==> config.mk <==
export PLATFORM = sky130hd
export DESIGN_NAME = seq_fixedpoint_angle_fold
export DESIGN_NICKNAME = d
export VERILOG_FILES = /design/src/rtl/fixedpoint_const_pkg.sv /design/src/rtl/comb_FixedPointZoom.sv /design/src/rtl/comb_fixedpoint_quadrant_fold.sv /design/src/rtl/seq_fixedpoint_angle_fold.sv
export SDC_FILE = /design/constraint.sdc
export NUM_CORES = 1
export LEC_CHECK = 0
export BUFFER_PORTS_ARGS = -buffer_cell sky130_fd_sc_hd__buf_4
export CAP_MARGIN = 30
export CORE_MARGIN = 1
export CORE_UTILIZATION = 35
export DETAILED_ROUTE_END_ITERATION = 8
export GPL_ROUTABILITY_DRIVEN = 1
export PLACE_DENSITY = 0.61
export SETUP_SLACK_MARGIN = 0.3
export SYNTH_ARGS = -nofsm -noshare
export SYNTH_HDL_FRONTEND = slang
export SYNTH_SLANG_ARGS = --single-unit
==> constraint.sdc <==
create_clock -name clk -period 7.6 [get_ports clk]
set_input_delay 1.52 -clock clk [delete_from_list [all_inputs] [get_ports clk]]
set_output_delay 1.52 -clock clk [all_outputs]
set_load 0.005 [all_outputs]
==> src/rtl/fixedpoint_const_pkg.sv <==
// Purpose: shared constants and state type for the fixed-point angle folder.
//   PI2, PI, HALFPI, PI3_2 : signed Q4.28 reference angles. Each user rescales
//                            them to its working precision with comb_FixedPointZoom.
//   state_t                : sequencer states of seq_fixedpoint_angle_fold.
package fixedpoint_const_pkg;

   localparam logic signed [31:0] PI2    = 32'sh6487ED51;
   localparam logic signed [31:0] PI     = 32'sh3243F6A9;
   localparam logic signed [31:0] HALFPI = 32'sh1921FB54;
   localparam logic signed [31:0] PI3_2  = 32'sh4B65F1FD;

   typedef enum logic [1:0] {
      S_IDLE   = 2'd0,
      S_REDUCE = 2'd1,
      S_FOLD   = 2'd2,
      S_HOLD   = 2'd3
   } state_t;

endpackage

==> src/rtl/comb_FixedPointZoom.sv <==
// Purpose: combinational signed fixed-point rescale Q(IW.IF) -> Q(OW.OF).
//   Dropping fraction bits rounds to nearest, with ties going up (toward +inf).
//   Adding fraction bits zero-fills. Integer bits are sign-extended or truncated.
// Ports:
//   i_in  : signed Q(IW.IF) value
//   o_out : signed Q(OW.OF) value
module comb_FixedPointZoom #(
   parameter int IW = 4,
   parameter int IF = 28,
   parameter int OW = 4,
   parameter int OF = 12
) (
   input  logic signed [IW+IF-1:0] i_in,
   output logic signed [OW+OF-1:0] o_out
);
   localparam int MW = (IW > OW) ? IW : OW;
   localparam int MF = (IF > OF) ? IF : OF;
   // One spare integer bit absorbs the rounding increment.
   localparam int WX = MW + MF + 1;

   logic signed [WX-1:0] w_ext;
   logic signed [WX-1:0] w_rnd;

   assign w_ext = WX'(i_in) <<< (MF - IF);

   if (MF > OF) begin : g_rnd
      localparam logic signed [WX-1:0] HALF = WX'(1) <<< (MF - OF - 1);
      logic signed [WX-1:0] w_sum;
      assign w_sum = w_ext + HALF;
      assign w_rnd = w_sum >>> (MF - OF);
   end else begin : g_pass
      assign w_rnd = w_ext;
   end

   assign o_out = w_rnd[OW+OF-1:0];
endmodule

==> src/rtl/comb_fixedpoint_quadrant_fold.sv <==
// Purpose: one-step fold of a reduced angle r in [0, 2pi) into [0, pi/2].
//   It also reports whether the sine result changes sign in that quadrant.
// Ports:
//   i_r        : reduced angle, signed Q(WII+1.WF)
//   i_halfpi, i_pi, i_pi3_2, i_pi2 : constants at Q(WII+1.WF)
//   i_halfpi_o : pi/2 at the output precision Q(4.WAF), used as saturation cap
//   o_t        : folded angle Q(4.WAF), rounded and capped at pi/2
//   o_q        : 1 when sin(r) = -sin(t)
module comb_fixedpoint_quadrant_fold #(
   parameter int WII = 4,
   parameter int WF  = 12,
   parameter int WAF = 12
) (
   input  logic signed [WII+WF:0]  i_r,
   input  logic signed [WII+WF:0]  i_halfpi,
   input  logic signed [WII+WF:0]  i_pi,
   input  logic signed [WII+WF:0]  i_pi3_2,
   input  logic signed [WII+WF:0]  i_pi2,
   input  logic signed [3+WAF:0]   i_halfpi_o,
   output logic        [3+WAF:0]   o_t,
   output logic                    o_q
);
   logic signed [WII+WF:0] w_t;
   logic signed [3+WAF:0]  w_tr;

   // r == pi/2 falls into the second branch and gives pi - pi/2 = pi/2 exactly.
   always_comb begin
      w_t = i_r;
      o_q = 1'b0;
      if (i_r < i_halfpi) begin
         w_t = i_r;
      end else if (i_r < i_pi) begin
         w_t = i_pi - i_r;
      end else if (i_r < i_pi3_2) begin
         w_t = i_r - i_pi;
         o_q = 1'b1;
      end else begin
         w_t = i_pi2 - i_r;
         o_q = 1'b1;
      end
   end

   comb_FixedPointZoom #(.IW(WII+1), .IF(WF), .OW(4), .OF(WAF)) u_round (
      .i_in (w_t),
      .o_out(w_tr)
   );

   // Rounding up can push a value just below pi/2 past the output pi/2 constant.
   assign o_t = (w_tr > i_halfpi_o) ? i_halfpi_o : w_tr;
endmodule

==> src/rtl/seq_fixedpoint_angle_fold.sv <==
// Purpose: multi-cycle range reducer that feeds a [0, pi/2] sine core.
//   It takes an arbitrary signed angle and returns a folded angle plus a negate
//   flag, so that sin(x) = o_neg ? -sin(o_angle) : sin(o_angle).
// Ports:
//   clk, rst          : clock, synchronous active-high reset
//   i_valid/i_ready   : input handshake. Only one angle is in flight.
//   i_angle           : signed Q(WII.WIF) angle in radians
//   o_valid/o_ready   : output handshake. The result is held until taken.
//   o_angle           : folded angle in [0, pi/2], Q(4.WAF)
//   o_neg             : negate the downstream sine result
module seq_fixedpoint_angle_fold
   import fixedpoint_const_pkg::*;
#(
   parameter int WII = 4,
   parameter int WIF = 8,
   parameter int WAF = 12
) (
   input  logic               clk,
   input  logic               rst,
   input  logic               i_valid,
   output logic               i_ready,
   input  logic [WII+WIF-1:0] i_angle,
   output logic               o_valid,
   input  logic               o_ready,
   output logic [4+WAF-1:0]   o_angle,
   output logic               o_neg
);
   localparam int WF = (WIF > WAF) ? WIF : WAF;
   localparam int W  = WII + 1 + WF;
   localparam int K  = (WII > 3) ? WII - 3 : 0;
   localparam int KW = (K > 1) ? $clog2(K) : 1;
   localparam logic [KW-1:0] KINIT = KW'((K > 0) ? K - 1 : 0);

   logic signed [W-1:0]     w_c_pi2, w_c_pi, w_c_halfpi, w_c_pi3_2;
   logic signed [4+WAF-1:0] w_c_halfpi_o;
   logic signed [W-1:0]     w_x, w_abs, w_step;
   logic [4+WAF-1:0]        w_t;
   logic                    w_q;

   state_t                  r_state, w_state_nxt;
   logic signed [W-1:0]     r_r, w_r_nxt;
   logic                    r_s, w_s_nxt;
   logic [KW-1:0]           r_k, w_k_nxt;
   logic [4+WAF-1:0]        r_angle, w_angle_nxt;
   logic                    r_neg, w_neg_nxt;
   logic                    r_valid, w_valid_nxt;

   comb_FixedPointZoom #(.IW(4), .IF(28), .OW(WII+1), .OF(WF)) u_c_pi2 (.i_in(PI2), .o_out(w_c_pi2));
   comb_FixedPointZoom #(.IW(4), .IF(28), .OW(WII+1), .OF(WF)) u_c_pi (.i_in(PI), .o_out(w_c_pi));
   comb_FixedPointZoom #(.IW(4), .IF(28), .OW(WII+1), .OF(WF)) u_c_hpi (.i_in(HALFPI), .o_out(w_c_halfpi));
   comb_FixedPointZoom #(.IW(4), .IF(28), .OW(WII+1), .OF(WF)) u_c_p32 (.i_in(PI3_2), .o_out(w_c_pi3_2));
   comb_FixedPointZoom #(.IW(4), .IF(28), .OW(4), .OF(WAF)) u_c_hpo (.i_in(HALFPI), .o_out(w_c_halfpi_o));

   // The extra integer bit makes |most-negative input| representable exactly.
   comb_FixedPointZoom #(.IW(WII), .IF(WIF), .OW(WII+1), .OF(WF)) u_in (
      .i_in (i_angle),
      .o_out(w_x)
   );
   assign w_abs  = w_x[W-1] ? -w_x : w_x;
   assign w_step = w_c_pi2 <<< r_k;   // 2pi * 2^k

   comb_fixedpoint_quadrant_fold #(.WII(WII), .WF(WF), .WAF(WAF)) u_fold (
      .i_r       (r_r),
      .i_halfpi  (w_c_halfpi),
      .i_pi      (w_c_pi),
      .i_pi3_2   (w_c_pi3_2),
      .i_pi2     (w_c_pi2),
      .i_halfpi_o(w_c_halfpi_o),
      .o_t       (w_t),
      .o_q       (w_q)
   );

   always_ff @(posedge clk) begin
      if (rst) begin
         r_state <= S_IDLE;
         r_r     <= '0;
         r_s     <= 1'b0;
         r_k     <= '0;
         r_angle <= '0;
         r_neg   <= 1'b0;
         r_valid <= 1'b0;
      end else begin
         r_state <= w_state_nxt;
         r_r     <= w_r_nxt;
         r_s     <= w_s_nxt;
         r_k     <= w_k_nxt;
         r_angle <= w_angle_nxt;
         r_neg   <= w_neg_nxt;
         r_valid <= w_valid_nxt;
      end
   end

   always_comb begin
      w_state_nxt = r_state;
      w_r_nxt     = r_r;
      w_s_nxt     = r_s;
      w_k_nxt     = r_k;
      w_angle_nxt = r_angle;
      w_neg_nxt   = r_neg;
      w_valid_nxt = r_valid;
      i_ready     = (r_state == S_IDLE);
      case (r_state)
         S_IDLE: begin
            if (i_valid) begin
               w_r_nxt     = w_abs;
               w_s_nxt     = i_angle[WII+WIF-1];
               w_k_nxt     = KINIT;
               w_state_nxt = (K > 0) ? S_REDUCE : S_FOLD;
            end
         end
         // Conditional subtraction of 2pi*2^k, from the largest k down to 0.
         S_REDUCE: begin
            if (r_r >= w_step) w_r_nxt = r_r - w_step;
            if (r_k == '0) w_state_nxt = S_FOLD;
            else           w_k_nxt     = r_k - KW'(1);
         end
         S_FOLD: begin
            w_angle_nxt = w_t;
            w_neg_nxt   = (w_q ^ r_s) & (w_t != '0);
            w_valid_nxt = 1'b1;
            w_state_nxt = S_HOLD;
         end
         S_HOLD: begin
            if (o_ready) begin
               w_valid_nxt = 1'b0;
               w_state_nxt = S_IDLE;
            end
         end
         default: w_state_nxt = S_IDLE;
      endcase
   end

   assign o_valid = r_valid;
   assign o_angle = r_angle;
   assign o_neg   = r_neg;
endmodule

==> reports/metrics.csv <==
stage,metric,value,unit
sta,worst-margin pin slew,0.806,ns
clocking,total CTS buffers,5,
setup_path,arrival time worst endpoint,3.74,ns
synth,cell count after synthesis,418,
placement,Port Buffer Count,34,
synth,Yosys reg bits,35,
global_route,vias in the first global route,2931,
detailed_routing,Detailed Route Iter0 Violations,351,
die,Die Ht,95.2,um
synth,"Seq/Total Area, Yosys",0.231,
final_layout,"leading cell types in the layout, fill and taps excluded","nor2_1 (47), nand2_1 (42), buf_4 (35), dfxtp_1 (35), a21oi_1 (30)",
detailed_routing,wire per inst,17.0,um
placement,placed cell area,3280,um2
power,Leakage,0.00130,uW
clocking,post-cts hold buffer count,0,
sta,setup tns final,0,ns
clocking,clock-pin slew on the worst setup and hold paths,0.08,ns
power,clock power share,0.108,
die,core box area,8300,um2
synth,"top cells by area, synth","dfxtp_1 (23%), nor2_1 (5.8%), nand2_1 (5.2%)",
sta,skew final,0.0132,ns
synth,dominant synthesized flop cell,dfxtp_1,
final_layout,fin area,3400,um2
detailed_routing,drt pass-1 iters,5,
synth,synthesized area,3040,um2
detailed_routing,ANT nets after route,0,
power,PwrDens,469,nW/um2
synth,post-synth net total,443,
sta,period utilization,0.467,
placement,Placer Congestion,0.976,
setup_path,Startpoint Class,flop,
die,# IOs,35,
sta,max-slew violations,0,
setup_path,CP required,7.79,ns
sta,setup ws final,4.05,ns
global_route,global-route wire length before repair,14900,um
setup_path,CP max stage delay,0.51,ns
detailed_routing,via count,3222,
setup_path,CP endpoint kind,flop,
clocking,CTS Sinks,35,
final_layout,Layout area overhead,11.8,%
power,Peak supply drop,286,uV
placement,hpwl dp,6600,um
run,max_cap viols,0,
synth,Mean Syn Cell Area,7.27,um2
status,status,"finished, final reports clean",
synth,Post-synth EDFFs,0,
power,Switching Power,863,uW
clocking,CTS Buffer Depth,2,
die,Chip Width,95.2,um
clocking,"Clk Latency, worst-skew pair",0.30,ns
sta,Slew headroom,0.463,
synth,Synth top area share,0.231,
die,FP Rows,33,
setup_path,Setup Crit Path Kind,reg -> reg,
sta,RSZ-0062 raised after global routing,no,
die,Initial Util,0.366,
sta,"Hold Vio Cnt, Final",0,
power,total internal power,731,uW
clocking,Root Driver,clkbuf_8,
synth,"Async S/R FF share, synth",0,
final_layout,fin nets,452,
global_route,initial antenna violation count,0,
final_layout,"most common cell after layout, fill and taps aside",nor2_1,
final_layout,layout cells sized above 1,0.131,
setup_path,Slowest cell on crit path,o21ai_1,
power,Net Sw Frac,0.542,
detailed_routing,Post-route DRC,0,
placement,dpl ws,4.14,ns
sta,Max Clk Rate,0.282,GHz
setup_path,cell mode on critical path,o21ai_1,
sta,final hold slack,0.467,ns
synth,"Distinct cells, synth",67,
global_route,largest net degree at the start of global routing,29,
global_route,GRT Resource Usage Total,0.209,
synth,dominant cell type by area after synthesis,dfxtp_1,
power,Flop pwr share,0.248,
synth,Synth warnings,0,
final_layout,Antenna Cells,0,
setup_path,worst-path cell chain,"inv_1, ha_1, and3b_1, o211a_1, o21ai_1, and3_1, o21ai_1, xor2_1, o211ai_1, nand3b_4, a32o_1",
global_route,global route overflow,0,
clocking,cts repair resizes,0,
setup_path,crit path max fanout,10,
clocking,CTS tree,yes,
worst_hold_path,Hold Crit Class,reg -> reg,
die,die footprint,9060,um2
sta,minimum clock period,3.55,ns
detailed_routing,drt total wl,9080,um
power,Logic pwr share,0.644,
clocking,Post-CTS Setup Inserts,0,
sta,"Setup violations, final",0,
detailed_routing,drt via density,6.05,
clocking,H-tree Lvls,2,
## final cells by class
cell class | instances | area, um2
fillers | 866 | 4900
multi-input cells | 336 | 2140
flip-flops and latches | 35 | 701
repair buffers | 35 | 263
well taps | 105 | 131
clock buffers | 5 | 68.8
inverters | 14 | 52.6
clock inverters | 3 | 43.8
## registers in the layout, indices dropped and copies added (netlist names)
signal / count
o_angle: 16
o_neg: 1
o_valid: 1
r_r: 14
r_s: 1
r_state: 2
## Yosys cell counts (9+ instances only)
cell type / count
a21oi_1: 30
a22oi_1: 9
clkbuf_1: 26
dfxtp_1: 35
ha_1: 9
inv_1: 14
nand2_1: 42
nand3_1: 10
nor2_1: 47
nor3_1: 14
o211ai_1: 9
o21ai_0: 28
xor2_1: 11
## power by group through the flow
stage                     clock, uW  sequential, uW  combinational (uW)
after floorplan                   0             272                 877
after global placement            0             391                1010
after detailed placement          0             392                1000
after CTS                       176             388                1010
after global routing            184             407                1130
final                           172             395                1030
## worst max-delay path: cells and delay by family, from the launching register on
| family | cells | cell delay [ns] |
|---|---|---|
| buffers and inverters | 1 | 0.25 |
| adders and majority gates | 1 | 0.38 |
| xor gates and xnor gates | 1 | 0.21 |
| and+or+nand+nor | 3 | 0.67 |
| DFF | 1 | 0.41 |
| AOI/OAI and AO/OA | 5 | 1.52 |
## worst paths after layout
path	start	cells past startpoint	endpoint	slack, ns
setup / recovery	r_r[4]	11	o_angle[7]	4.05
hold / removal	o_angle[0]	1	o_angle[0]	0.47
setup reg to reg	r_r[4]	11	o_angle[7]	4.05
hold reg to reg	o_angle[0]	1	o_angle[0]	0.47
## metrics by stage
| stage | cells | total power [uW] | utilization |
|---|---|---|---|
| floorplan | 418 | 1150 | - |
| global placement | 525 | 1400 | 0.396 |
| detailed placement | 525 | 1400 | 0.396 |
| CTS | 533 | 1570 | 0.409 |
| global route | 533 | 1730 | 0.409 |
| finish | 533 | 1590 | 0.409 |
## cell families (layout without fill, tap and decap cells)
group / count (synthesis) / count (layout) / share of synthesized area
buf+inv: 47 / 57 / 0.0663
simple gates: 152 / 152 / 0.244
fa+ha+maj: 9 / 9 / 0.0371
xor+xnor: 19 / 19 / 0.0548
mux: 2 / 2 / 0.00659
flops: 35 / 35 / 0.231
compound gates: 154 / 154 / 0.361
## layer usage
metal,routed length (um),track usage,share of wire,vias up
li1,-,-,-,1569
met1,4210,0.289,0.46,1512
met2,4100,0.321,0.45,121
met3,550,0.0335,0.061,20
met4,222,0.0846,0.024,0
met5,0,0,0,-
No activity file was read; power rests on OpenSTA's default activity.
